`config.mk`:
```
export PLATFORM = sky130hd
export DESIGN_NAME = tqvp_prism_host_if
export DESIGN_NICKNAME = d
export VERILOG_FILES = /design/src/rtl/tqvp_prism_host_if.sv
export SDC_FILE = /design/constraint.sdc
export NUM_CORES = 1
export LEC_CHECK = 0
export ABC_AREA = 1
export CAP_MARGIN = 20
export CORE_MARGIN = 8
export CORE_UTILIZATION = 56
export DETAILED_ROUTE_END_ITERATION = 7
export GPL_TIMING_DRIVEN = 0
export MAX_ROUTING_LAYER = met4
export PLACE_DENSITY = 0.85
export SETUP_SLACK_MARGIN = 0.05
export SLEW_MARGIN = 20
export SYNTH_ARGS = -nofsm -noshare
export SYNTH_HDL_FRONTEND = slang
export SYNTH_SLANG_ARGS = --single-unit
```
`constraint.sdc`:
```
create_clock -name clk -period 4.9 [get_ports clk]
set_input_delay 1.47 -clock clk [delete_from_list [all_inputs] [get_ports clk]]
set_output_delay 1.47 -clock clk [all_outputs]
set_load 0.05 [all_outputs]
```
`src/rtl/tqvp_prism_host_if.sv`:
```
// Host register interface between the TinyQV peripheral bus and a PRISM FSM core:
// control, masked interrupts, extra inputs and a timestamped output-capture FIFO.
module tqvp_prism_host_if #(
  parameter int EXTRA_W     = 9,
  parameter int OUT_W       = 13,
  parameter int TS_W        = 16,
  parameter int DEPTH_LOG2  = 3,
  parameter int FIFO_THRESH = 4
) (
  input  logic               clk,
  input  logic               rst,
  input  logic [5:0]         address,
  input  logic [31:0]        data_in,
  input  logic [1:0]         data_write_n,
  input  logic [1:0]         data_read_n,
  output logic [31:0]        data_out,
  output logic               data_ready,
  output logic               user_interrupt,
  output logic               prism_reset,
  output logic               prism_enable,
  output logic               prism_dbg_wr,
  input  logic [31:0]        prism_rdata,
  input  logic               prism_halt,
  input  logic               prism_cond,
  input  logic [OUT_W-1:0]   prism_out,
  output logic [EXTRA_W-1:0] extra_in
);

  localparam int ENT_W = OUT_W + TS_W;
  localparam int DEPTH = 1 << DEPTH_LOG2;
  localparam logic [DEPTH_LOG2:0] DEPTH_C  = (DEPTH_LOG2+1)'(DEPTH);
  localparam logic [DEPTH_LOG2:0] THRESH_C = (DEPTH_LOG2+1)'(FIFO_THRESH);

  localparam logic [5:0] A_CTRL  = 6'h20;
  localparam logic [5:0] A_STAT  = 6'h24;
  localparam logic [5:0] A_EN    = 6'h28;
  localparam logic [5:0] A_EXTRA = 6'h2C;
  localparam logic [5:0] A_FDATA = 6'h30;
  localparam logic [5:0] A_FSTAT = 6'h34;

  logic [2:0]            ctrl;
  logic [3:0]            irq_en;
  logic [EXTRA_W-1:0]    extra;
  logic                  stat_halt, stat_cond, stat_ovf;
  logic                  halt_r, cond_r;
  logic [TS_W-1:0]       ts;
  logic [OUT_W-1:0]      out_prev;
  logic                  base_pend;
  logic                  rd_r;
  logic [ENT_W-1:0]      mem [DEPTH];
  logic [DEPTH_LOG2-1:0] wr_ptr, rd_ptr;
  logic [DEPTH_LOG2:0]   count;

  logic        wr32, rd_act, is_local;
  logic        wr_ctrl, wr_stat, wr_en, wr_extra;
  logic        cap_rise, full, empty, lvl_hit;
  logic        pop_req, pop, push_req, push, ovf_set;
  logic        halt_rise, cond_rise;
  logic [3:0]  irq_stat;
  logic [31:0] fifo_word;
  logic        unused_data;

  assign wr32     = (data_write_n == 2'b10);
  assign rd_act   = (data_read_n != 2'b11);
  assign is_local = address[5];

  assign wr_ctrl  = wr32 & (address == A_CTRL);
  assign wr_stat  = wr32 & (address == A_STAT);
  assign wr_en    = wr32 & (address == A_EN);
  assign wr_extra = wr32 & (address == A_EXTRA);

  assign prism_dbg_wr = wr32 & ~is_local;
  assign data_ready   = 1'b1;
  assign prism_enable = ctrl[0];
  assign prism_reset  = ctrl[1];
  assign extra_in     = extra;
  assign unused_data  = ^data_in;

  assign cap_rise  = wr_ctrl & data_in[2] & ~ctrl[2];
  assign halt_rise = prism_halt & ~halt_r;
  assign cond_rise = prism_cond & ~cond_r;

  assign full    = (count == DEPTH_C);
  assign empty   = (count == '0);
  assign lvl_hit = (count >= THRESH_C);

  // Pop fires on the leading cycle of a read strobe only, so a held strobe pops once.
  assign pop_req  = rd_act & ~rd_r & (address == A_FDATA);
  assign pop      = pop_req & ~empty;
  assign push_req = ctrl[2] & ctrl[0] & (base_pend | (prism_out != out_prev));
  // A simultaneous pop frees the slot, so a full FIFO still accepts the push.
  assign push     = push_req & (~full | pop);
  assign ovf_set  = push_req & full & ~pop;

  assign irq_stat       = {stat_ovf, lvl_hit, stat_cond, stat_halt};
  assign user_interrupt = |(irq_stat & irq_en);

  always_ff @(posedge clk) begin
    if (rst) begin
      ctrl      <= '0;
      irq_en    <= '0;
      extra     <= '0;
      stat_halt <= 1'b0;
      stat_cond <= 1'b0;
      stat_ovf  <= 1'b0;
      halt_r    <= 1'b0;
      cond_r    <= 1'b0;
      rd_r      <= 1'b0;
    end else begin
      if (wr_ctrl)  ctrl   <= data_in[2:0];
      if (wr_en)    irq_en <= data_in[3:0];
      if (wr_extra) extra  <= data_in[EXTRA_W-1:0];
      halt_r <= prism_halt;
      cond_r <= prism_cond;
      rd_r   <= rd_act;
      // A new event in the same cycle as its W1C keeps the bit set.
      stat_halt <= (stat_halt & ~(wr_stat & data_in[0])) | halt_rise;
      stat_cond <= (stat_cond & ~(wr_stat & data_in[1])) | cond_rise;
      stat_ovf  <= (stat_ovf  & ~(wr_stat & data_in[3])) | ovf_set;
    end
  end

  always_ff @(posedge clk) begin
    if (rst) begin
      ts        <= '0;
      out_prev  <= '0;
      base_pend <= 1'b0;
    end else begin
      out_prev <= prism_out;
      if (cap_rise)     ts <= '0;
      else if (ctrl[2]) ts <= ts + 1'b1;
      if (cap_rise)      base_pend <= 1'b1;
      else if (push_req) base_pend <= 1'b0;
    end
  end

  always_ff @(posedge clk) begin
    if (rst) begin
      wr_ptr <= '0;
      rd_ptr <= '0;
      count  <= '0;
    end else begin
      if (push) wr_ptr <= wr_ptr + 1'b1;
      if (pop)  rd_ptr <= rd_ptr + 1'b1;
      case ({push, pop})
        2'b10:   count <= count + 1'b1;
        2'b01:   count <= count - 1'b1;
        default: count <= count;
      endcase
    end
  end

  always_ff @(posedge clk) begin
    if (push && !rst) mem[wr_ptr] <= {ts, prism_out};
  end

  always_comb begin
    fifo_word              = '0;
    fifo_word[ENT_W-1:0]   = mem[rd_ptr];
    fifo_word[31]          = 1'b1;
    data_out               = '0;
    if (!is_local) begin
      data_out = prism_rdata;
    end else begin
      case (address)
        A_CTRL:  data_out[2:0] = ctrl;
        A_STAT:  data_out[3:0] = irq_stat;
        A_EN:    data_out[3:0] = irq_en;
        A_EXTRA: data_out[EXTRA_W-1:0] = extra;
        A_FDATA: if (!empty) data_out = fifo_word;
        A_FSTAT: begin
          data_out[DEPTH_LOG2:0] = count;
          data_out[8]            = full;
          data_out[9]            = empty;
          data_out[31]           = stat_ovf;
        end
        default: data_out = '0;
      endcase
    end
  end

endmodule

```
==> impl_metrics.csv <==
group,metric,value,unit
status,status,"finished, final reports clean",
clock_network,cts-root-buf,"clkbuf_16",
layout,diodes,0,
yosys,synth_common_cells,"232 x edfxtp_1, 194 x nor2_1, 141 x o21ai_0, 107 x nand2_1",
hold_path,hold_depth,2,
worst_setup_path,crit_slowest_cell,"clkdlybuf4s50_1",
timing,slew_headroom,43.9,%
timing,worst_pin_slew,0.841,ns
hold_path,min_path_type,"register to register",
detailed_routing,postRouteAntennaNets,0,
floorplanning,die_area,26800,um^2
grt,grt_pass1_vias,9614,
hold_path,hold-path-endpoint,"stat_halt",
clock_network,path_clk_slew,0.06,ns
timing,rsz0062_at_grt,"true",
worst_setup_path,crit_path_start_kind,"input port",
layout,nNetsFinal,1341,
yosys,yosysSeqAreaShare,67.7,%
timing,hold_slack,0.501,ns
yosys,synth.avg_cell_area,11.2,um^2
floorplanning,die_height,164,um
timing,finalSetupViolCount,0,
yosys,syn_inst,1089,
grt,grt_pass1_wl,52000,um
hold_path,hold_start,"stat_halt",
clock_network,clkSinkCount,297,
yosys,yosys_most_used_dff,"edfxtp_1",
placed_design,gp_congestion,0.955,
timing,skew,0.00947,ns
layout,drive_gt1_share,11.3,%
detailed_routing,drc,0,
placed_design,dp_slack,-0.988,ns
floorplanning,rows,54,
clock_network,cts.path.max_buffers,3,
grt,overflow,0,
worst_setup_path,timing.rr.end,"mem[3][12]",
timing,fmax,0.208,GHz
clock_network,htree_levels,1,
worst_setup_path,crit_arrival,3.33,ns
worst_setup_path,crit_path_cell_trace,"clkdlybuf4s50_1 -> nor2_4 -> nand4_2 -> nor2_4 -> clkbuf_4 -> a32o_1 -> clkdlybuf4s15_2",
job,drv_cap,0,
worst_setup_path,crit_fanout,10,
placed_design,detailed_place_hpwl,22700,um
timing,hold_viol,0,
yosys,yosys.area.top_type,"edfxtp_1",
yosys,synthesis.area,12200,um^2
clock_network,tritoncts,"yes",
timing,layout_min_cycle_time,4.80,ns
yosys,ys_warn_count,0,
power,power_density,347,nW/um^2
yosys,synth_most_common_cell,"edfxtp_1",
timing,worst_slack,0.102,ns
timing,drv_slew,0,
yosys,synth.area.top_cells,"edfxtp_1 57%, dfxtp_1 11%, nor2_1 6.0%, o21ai_0 5.8%, nand2_1 3.3%",
detailed_routing,drt_first_pass_iters,6,
power,finalPower,5.16,mW
yosys,ys_ff_latch,297,
floorplanning,chipWidth,164,um
worst_setup_path,r2r_slack,2.22,ns
placed_design,portBuffers,111,
power,leakagePower,5.27,nW
grt,grt_max_degree,21,
yosys,synth_edf_count,232,
detailed_routing,drtIter0Drc,1248,
worst_setup_path,crit_type,"input port to output port",
detailed_routing,via_count,9424,
grt,grt_antenna_before_repair,0,
clock_network,cts_buffers,28,
clock_network,clock_latency,0.53,ns
worst_setup_path,r2r-start,"count[1]",
worst_setup_path,critPathCaptureType,"output port",
worst_setup_path,required,3.43,ns
power,ir_worst_vdd,307,uV
detailed_routing,avgRoutedWirePerCell,21.8,um
yosys,yosys.area.top_type_share,57.1,%
layout,area_growth_syn_to_layout,21.8,%
yosys,synth.distinct_cells,43,
worst_setup_path,critPathMaxStageDelay,0.46,ns
floorplanning,core,21600,um^2
layout,fin_util,68.8,%
worst_setup_path,reg2reg_depth,11,
grt,grt_use_total,25.8,%
yosys,synth_nets,1186,
floorplanning,start_util,56.4,%
floorplanning,io_pins,137,
timing,finalCritPeriodShare,97.9,%
detailed_routing,wirelength,33800,um
yosys,async_flop_share,0,%
timing,finalSetupTns,0,ns
detailed_routing,vias_per_cell,6.10,
worst_setup_path,crit_top_cell,"nor2_4",
per-layer routing:
layer  vias to the layer above  part of all wire, %  global-route usage (%)
met1                      4409                   37                    30.7
met2                       688                   47                    42.1
met5                         -                    0                       -
li1                       4198                    -                       -
met4                         0                  4.7                    12.3
met3                       129                   12                    4.74
cells in the final DEF (no fill, tap or decap), types with 26 or more instances in the layout:
| cell type | count |
|---|---|
| clkdlybuf4s50_1 | 80 |
| edfxtp_1 | 232 |
| o22ai_1 | 26 |
| clkbuf_1 | 48 |
| o221ai_1 | 37 |
| nor2_1 | 190 |
| dfxtp_1 | 65 |
| o21ai_0 | 141 |
| clkbuf_16 | 29 |
| nand2_1 | 107 |
| a21oi_1 | 29 |
| inv_1 | 65 |
cell families (layout without fill, tap and decap cells):
family,count (synthesis),after routing,synth area share (%)
xor gates and xnor gates,10,10,0.718
DFF,297,297,67.7
other,1,1,0.0307
adders and majority gates,6,6,0.677
AOI/OAI and AO/OA,278,278,13.7
and+or+nand+nor,359,359,12.8
buffers and inverters,138,315,4.38
stage by stage:
stage	instance area, um^2	instances
final	14900	1546
after global routing	14900	1546
after CTS	14800	1544
after detailed placement	13900	1492
after global placement	13700	1480
after floorplan	12200	1089
power breakdown:
| group | internal (mW) | switching [mW] | total, mW | leakage, nW |
|---|---|---|---|---|
| logic | 0.0864 | 0.138 | 0.225 | 2.14 |
| registers | 2.70 | 0.00470 | 2.71 | 2.67 |
| clock network | 1.35 | 0.885 | 2.23 | 0.464 |
| total | 4.13 | 1.03 | 5.16 | 5.27 |
cell type report:
class / instances / area, um^2
flip-flops and latches: 297 / 8270
fillers: 1443 / 6750
well taps: 280 / 350
clock inverters: 14 / 164
repair buffers: 125 / 1270
multi-input cells: 654 / 3470
clock buffers: 38 / 800
plain buffers: 56 / 235
inverters: 82 / 308
worst max-delay path: cells and delay by family:
| kind | cells | cell delay, ns |
|---|---|---|
| AND/OR/NAND/NOR | 3 | 0.50 |
| buffers and inverters | 3 | 1.14 |
| AO/OA/AOI/OAI | 1 | 0.21 |
worst max path at each step:
stage,from,slack (ns),end
6_report,address[0],0.10,data_out[22]
5_1_grt,address[0],0.04,data_out[27]
4_1_cts,address[0],0.01,data_out[3]
3_5_place_dp,address[5],-0.99,data_out[3]
3_3_place_gp,prism_out[3],-1.12,mem[3][10]
2_1_floorplan,address[1],0.09,data_out[10]
sequential cells by signal (all words and copies together) (netlist names), named ones only:
signal	flops
ts	16
halt_r	1
rd_r	1
out_prev	13
base_pend	1
wr_ptr	3
cond_r	1
irq_en	4
stat_halt	1
count	4
stat_ovf	1
stat_cond	1
extra_in	9
mem	232
rd_ptr	3
ctrl	3
repair_timing:
| item | 4_1_cts | 5_1_grt |
|---|---|---|
| resized for setup | 135 | 10 |
| buffers inserted | 0 | 2 |
| hold buffers | 0 | 0 |
| pin swaps | 0 | 1 |
| endpoints found under the setup margin | 30 | 29 |
Note: power is estimated with default switching activity, not from simulation.
